## src/rtl/alu_arbiter.sv

```systemverilog
// ============================================================================
// Module   : alu_arbiter
// Brief    : Two-requester 4-bit ALU with a one-entry registered result.
//            Define ALU_ARBITER_RR_EN for round-robin arbitration;
//            otherwise requester 0 has fixed priority.
// Revision : 1.0 - initial release
// ============================================================================
`default_nettype none

module alu_arbiter (
  input  logic       clk,
  input  logic       rst,
  input  logic       req0_valid,
  output logic       req0_ready,
  input  logic [3:0] req0_a,
  input  logic [3:0] req0_b,
  input  logic [2:0] req0_sel,
  input  logic       req1_valid,
  output logic       req1_ready,
  input  logic [3:0] req1_a,
  input  logic [3:0] req1_b,
  input  logic [2:0] req1_sel,
  output logic       res_valid,
  input  logic       res_ready,
  output logic [3:0] res_y,
  output logic       res_carry,
  output logic       res_id
);

  localparam logic [2:0] OP_ADD = 3'b000;
  localparam logic [2:0] OP_SUB = 3'b001;
  localparam logic [2:0] OP_AND = 3'b010;
  localparam logic [2:0] OP_OR  = 3'b011;
  localparam logic [2:0] OP_XOR = 3'b100;

  logic       res_valid_q, res_valid_d;
  logic [3:0] res_y_q, res_y_d;
  logic       res_carry_q, res_carry_d;
  logic       res_id_q, res_id_d;

  logic       can_accept;
  logic       pick1;
  logic       accept;
  logic [3:0] op_a, op_b;
  logic [2:0] op_sel;
  logic [4:0] alu_out;

`ifdef ALU_ARBITER_RR_EN
  logic ptr_q, ptr_d;

  // Pointer holds the last winner; on contention the other requester goes.
  always_comb begin
    pick1 = req1_valid && (!req0_valid || !ptr_q);
    ptr_d = ptr_q;
    if (accept) ptr_d = pick1;
  end

  always_ff @(posedge clk) begin
    if (rst) ptr_q <= 1'b1;
    else     ptr_q <= ptr_d;
  end
`else
  always_comb begin
    pick1 = req1_valid && !req0_valid;
  end
`endif

  always_comb begin
    can_accept = !res_valid_q || res_ready;
    req0_ready = !rst && can_accept && req0_valid && !pick1;
    req1_ready = !rst && can_accept && pick1;
    accept     = req0_ready || req1_ready;

    op_a   = pick1 ? req1_a   : req0_a;
    op_b   = pick1 ? req1_b   : req0_b;
    op_sel = pick1 ? req1_sel : req0_sel;

    case (op_sel)
      OP_ADD:  alu_out = {1'b0, op_a} + {1'b0, op_b};
      OP_SUB:  alu_out = {1'b0, op_a} - {1'b0, op_b};
      OP_AND:  alu_out = {1'b0, op_a & op_b};
      OP_OR:   alu_out = {1'b0, op_a | op_b};
      OP_XOR:  alu_out = {1'b0, op_a ^ op_b};
      default: alu_out = 5'd0;
    endcase

    // Payload holds after a drain; only an accept overwrites it.
    res_valid_d = res_valid_q && !res_ready;
    res_y_d     = res_y_q;
    res_carry_d = res_carry_q;
    res_id_d    = res_id_q;
    if (accept) begin
      res_valid_d = 1'b1;
      res_y_d     = alu_out[3:0];
      res_carry_d = alu_out[4];
      res_id_d    = pick1;
    end
  end

  always_ff @(posedge clk) begin
    if (rst) begin
      res_valid_q <= 1'b0;
      res_y_q     <= 4'd0;
      res_carry_q <= 1'b0;
      res_id_q    <= 1'b0;
    end else begin
      res_valid_q <= res_valid_d;
      res_y_q     <= res_y_d;
      res_carry_q <= res_carry_d;
      res_id_q    <= res_id_d;
    end
  end

  assign res_valid = res_valid_q;
  assign res_y     = res_y_q;
  assign res_carry = res_carry_q;
  assign res_id    = res_id_q;

endmodule

`default_nettype wire
```

## config.mk

```make
export PLATFORM = sky130hd
export DESIGN_NAME = alu_arbiter
export DESIGN_NICKNAME = d
export VERILOG_FILES = /design/src/rtl/alu_arbiter.sv
export SDC_FILE = /design/constraint.sdc
export NUM_CORES = 1
export LEC_CHECK = 0
export CAP_MARGIN = 5
export CORE_MARGIN = 10
export CORE_UTILIZATION = 40
export CTS_CLUSTER_SIZE = 12
export DETAILED_ROUTE_END_ITERATION = 10
export PLACE_DENSITY = 0.76
export SYNTH_ARGS = -nofsm -noshare
export SYNTH_HDL_FRONTEND = slang
export SYNTH_SLANG_ARGS = --single-unit
```

## constraint.sdc

```tcl
create_clock -name clk -period 3.04 [get_ports clk]
set_input_delay 0.608 -clock clk [delete_from_list [all_inputs] [get_ports clk]]
set_output_delay 0.608 -clock clk [all_outputs]
set_load 0.02 [all_outputs]
```

---- Word-level counts from Yosys, hierarchy flattened ----
Index checks and enable logic that the tools add are counted.
Widths: inputs -> output; s select.
operators by class
  multiplexer cells ....................... 5
  eq/ne operators ......................... 4
  reductions and logical operators ........ 14
  bitwise gates (word level) .............. 3
  add/sub/neg operators ................... 2
operators with widths
  cell                number
  $pmux 5 s5          1
  $mux 4              2
  $eq 3x2->1 const B  2
  $logic_and 1x1->1   6
  $add 4x4->5         1
  $logic_not 1->1     5
  $sub 4x4->5         1
  $and 4x4->4         1
  $or 4x4->4          1
  $xor 4x4->4         1
  $eq 3x1->1 const B  1
  $eq 3x3->1 const B  1
  $logic_not 3->1     1
  $mux 3              1
  $logic_or 1x1->1    2
  $mux 1              1
word-level totals
  output and inout bits ................... 9
  word-level logic and storage cells ...... 32
  flip-flop bits (word level) ............. 7
  input bits .............................. 27

---- Longest topological paths before layout ----
Gate-level depths: netlist of run 1.
  depth after elaboration ................. 7
  mapped depth ............................ 12
  depth with buffers taken out ............ 11

---- Worst setup path after synthesis of run 1 ----
OpenSTA, ideal clock, no wires.
  kind .................................... input-to-reg
  start ................................... input req0_valid
  end ..................................... register res_y_q[3] (netlist: res_y[3])
  data arrival time ....................... 2.782 ns
  library setup time ...................... 0.086 ns
  stages .................................. 10
  setup slack ............................. 0.172 ns
  cells stage by stage .................... or4b_2 -> o31ai_1 -> nor2_1 -> xnor2_1 -> ha_1 -> nand2_1 -> a311oi_2 -> nor3_1 -> or3b_1 -> a221oi_2
on the way
  word-level cells in the longest chain between the ends .. 5
  elaborated cells on any way between the ends .. 21
ends and longest elaborated chain
  element                                         RTL line  text
  start: declaration                              13        input logic req0_valid,
  $logic_not 1->1                                 64        pick1 = req1_valid && !req0_valid;
  $logic_and 1x1->1                               64
  $mux 4 (tied with other cells)                  74        op_a = pick1 ? req1_a : req0_a;
  $sub 4x4->5 (tied with other cells)             80        OP_SUB: alu_out = {1'b0, op_a} - {1'b0, op_b};
  $pmux 5 s5 or $logic_or 1x1->1 (tied branches)  78, 72
  end signal: assignment                          108       res_y_q <= res_y_d;
  end: declaration                                37        logic [3:0] res_y_q, res_y_d;
Several ways; a longest one is shown, not always the timed one.
A chain may end at the register's enable or synchronous reset.

---- Worst setup path after layout of run 1 ----
  start ................................... input req1_sel[1]
  end ..................................... register res_y_q[3] (netlist: res_y[3])
on the way
  word-level cells in the longest chain between the ends .. 3
  elaborated cells on any way between the ends .. 7
ends and longest elaborated chain
  element                             RTL line  text
  start: declaration                  22        input logic [2:0] req1_sel,
  $mux 3 *                            76        op_sel = pick1 ? req1_sel : req0_sel;
  $eq 3x3->1 (tied with other cells)  78        case (op_sel)
  $pmux 5 s5 *                        78
Every way passes the cells marked *; elsewhere a longest branch is shown, timed or not.

==> results of run 1 <==
==> cell type report <==
cell class	instances	area (um2)
fillers	179	691
well taps	30	37.5
clock buffers	4	26.3
multi-input cells	96	865
flip-flops and latches	7	140
inverters	9	33.8
repair buffers	73	639
==> critical path: stages <==
cell,delay [ps]
sky130_fd_sc_hd__clkdlybuf4s50_1,500
sky130_fd_sc_hd__nor2_1,70
sky130_fd_sc_hd__mux2i_2,280
sky130_fd_sc_hd__nor2_4,100
sky130_fd_sc_hd__nor2_2,110
sky130_fd_sc_hd__xnor2_1,80
sky130_fd_sc_hd__ha_1,320
sky130_fd_sc_hd__nand2_1,80
sky130_fd_sc_hd__a311oi_2,220
sky130_fd_sc_hd__nor3_1,80
sky130_fd_sc_hd__or3b_4,410
sky130_fd_sc_hd__a221oi_2,230
==> timing repair <==
action                     in CTS  in global routing
setup endpoints to repair       4                  3
resized for setup              15                  9
pin swaps                       9                  6
buffers inserted                4                  2
hold endpoints to repair        0                  0
==> worst max-delay path by stage <==
stage                      startpoint       end  slack, ps  cells past startpoint
after floorplan            req0_valid  res_y[3]        170                     10
after global placement     req0_valid  res_y[3]       -440                     13
after detailed placement   req0_valid  res_y[3]       -580                     13
after CTS                  req0_valid  res_y[3]         10                     13
after global routing       req0_valid  res_y[3]          7                     13
final                     req1_sel[1]  res_y[3]        120                     12
==> metrics by stage <==
step | worst slack (ps) | cells | total power, W | utilization, % | hold slack, ps
final | 121 | 219 | 0.000495 | 71.6 | 490
after global routing | 7.29 | 219 | 0.000531 | 71.6 | 520
after CTS | 10.3 | 217 | 0.000474 | 69.1 | 489
after detailed placement | -575 | 209 | 0.000370 | 65.2 | 478
after global placement | -442 | 209 | 0.000361 | 65.2 | 457
after floorplan | 172 | 117 | 0.000247 | - | 542
==> state kept, by name (all words and copies together) (netlist names) <==
register / count
res_carry: 1
res_id: 1
res_y: 4
res_valid: 1
==> layer usage <==
metal  track usage (%)  wire length, um  part of all wire, %
met5                 0                0                    0
met4              5.70              110                  2.9
met3              3.25              187                  4.8
met2              24.8             2010                   52
met1              14.7             1550                   40
==> power by group <==
group	total (W)	internal, W	switching (W)
Combinational	0.000307	0.000168	0.000140
Sequential	0.000102	0.0000985	0.00000367
Clock	0.0000849	0.0000501	0.0000348
==> cells by family (layout without fill, tap and decap cells) <==
group,after synthesis,after routing,synth area share (%)
AO/OA/AOI/OAI,30,30,24.2
multiplexers,15,15,15.2
AND/OR/NAND/NOR,36,36,21.5
adder cells (fa/ha/maj),10,10,13.3
flip-flops,7,7,14.1
XOR/XNOR,5,5,4.40
buffers and inverters,14,86,7.29
==> layout by cell type (no fill, tap or decap), drive strengths merged, types with 2 or more instances in the layout <==
cell type	count
nand3b	3
inv	9
clkbuf	4
dlygate4sd2	3
mux2i	14
nor2b	2
nand2b	2
nand2	8
clkdlybuf4s50	31
xnor2	3
and4bb	2
dfxtp	7
a21o	3
a22o	3
nor3	5
a21oi	3
o2bb2ai	2
o21ai	3
a31oi	3
a22oi	2
ha	9
buf	38
o31ai	3
xor2	2
nor2	7
==> parameters.txt, run 1 <==
Parameter                              Value

Floorplan
  Area of the core ... 2430 um2
  Count of boundary I/O pins ... 36
  Std cell rows ... 18
  Die area ... 4890 um2
  Initial Util ... 40.9%
  Vertical die dimension ... 69.9 um
  DIE WIDTH ... 69.9 um

STA
  Final hold violation count ... 0
  Maximum achievable frequency ... 343 MHz
  Worst slew margin relative to its limit ... 70.5%
  Final worst path period share ... 96.0%
  Pins over their slew limit ... 0
  Unrepaired setup endpoints after global routing ... no
  Largest clock skew in the final design ... 2.90 ps
  Transition at the pin with the smallest max-transition slack ... 440 ps
  Total Neg Setup Slack ... 0 ps
  Finish-stage setup viols ... 0
  Final Critical Period ... 2920 ps

Cells and area
  Post-route cell area ... 1740 um2
  Area Overhead vs Synth ... 74.9%
  Fraction of layout cells with a size suffix above 1 ... 31.7%
  Count of antenna diodes in the layout ... 0
  Post-layout net count ... 227

Clock tree
  Deepest clock path buffer count ... 2
  TritonCTS clock tree ... yes
  Clock latency on the worst-skew pair ... 250 ps
  Buffer type at the clock tree root ... sky130_fd_sc_hd__clkbuf_4
  CTS HTree Levels ... 1
  TritonCTS buffer count ... 3
  CTS hold repair buffers ... 0
  Clk sinks ... 7
  CTS clock-pin slew for the worst setup and hold paths ... 50 ps

Synthesis
  Ys Warns ... 0
  Top cells by area in the synthesized netlist ... sky130_fd_sc_hd__dfxtp_1, sky130_fd_sc_hd__mux2i_1, sky130_fd_sc_hd__ha_1
  Portion of synthesized cell area occupied by the leading cell type ... 14.1%
  List of most frequent post-synthesis cells ... sky130_fd_sc_hd__mux2i_1, sky130_fd_sc_hd__ha_1, sky130_fd_sc_hd__inv_1
  Count of mapped cells out of synthesis ... 117
  Sequential fraction of the synthesis area ... 14.1%
  Area leader, netlist ... sky130_fd_sc_hd__dfxtp_1
  Number of distinct library cells after synthesis ... 43
  Mean cell area of the mapped netlist ... 8.51 um2
  Most frequent cell after synthesis ... sky130_fd_sc_hd__mux2i_1
  Netlist area before placement ... 996 um2
  Top_reg_cell synth ... sky130_fd_sc_hd__dfxtp_1
  Number of synthesized flops with an enable pin ... 0
  Net count of the mapped netlist ... 154
  Asr flop ratio synth ... 0%
  Yosys reg bits ... 7

Drt
  Post-detailed-route DRC marker count ... 0
  Drt total wl ... 3860 um
  DRT Pass-1 Iters ... 4
  Initial drt markers ... 106
  Via density ... 5.65
  Count of vias placed by the detailed router ... 1237
  Wirelength per Cell ... 17.6 um
  Remaining antenna violation count ... 0

Power and ir drop
  Power per cell area ... 284 nW/um2
  Max VDD drop ... 262 uV
  Leakage power ... 0.792 nW

Critical path
  Worst EP arrival ... 3080 ps
  Nature of the critical path endpoint ... flip-flop
  Worst Path Max Fanout ... 3
  Required time of the worst setup path ... 3200 ps
  Internal reg-to-reg setup slack ... 1390 ps
  Worst setup SP type ... input pin
  Worst Reg-to-Reg Cells ... 4
  End of the worst register-to-register path ... res_y[3]
  Worst reg2reg path startpoint ... res_valid
  Category of the critical setup timing path ... input pin to flip-flop

Min path
  Start point of the worst min-delay path ... res_y[0]
  Capture endpoint of the worst hold path ... res_y[0]
  Hold Path Depth ... 2
  Worst hold path class ... flip-flop to flip-flop

GRT
  Largest net degree at the start of global routing ... 10
  Antenna violations before repair ... 0
  Total global routing track utilization ... 13.7%
  Via count of the first global-routing pass ... 1279
  Wire length of the first global-routing pass ... 5680 um
  GR Overflow Total ... 0

Placement
  Dpl hpwl ... 2650 um
  RD Place Congestion ... 0.868
  Cell Area, Placed ... 1590 um2
  Number of port buffers ... 35

Status
  Run status ... completed

Job
  Max-cap viol count ... 0
(Power assumes the default switching activity.)
==> run 2: changes to the inputs <==
Settings changed: CAP_MARGIN 5 to 25.
==> results of run 2 <==
Same layout as run 1: the final DEF is identical, and so are final timing and power.
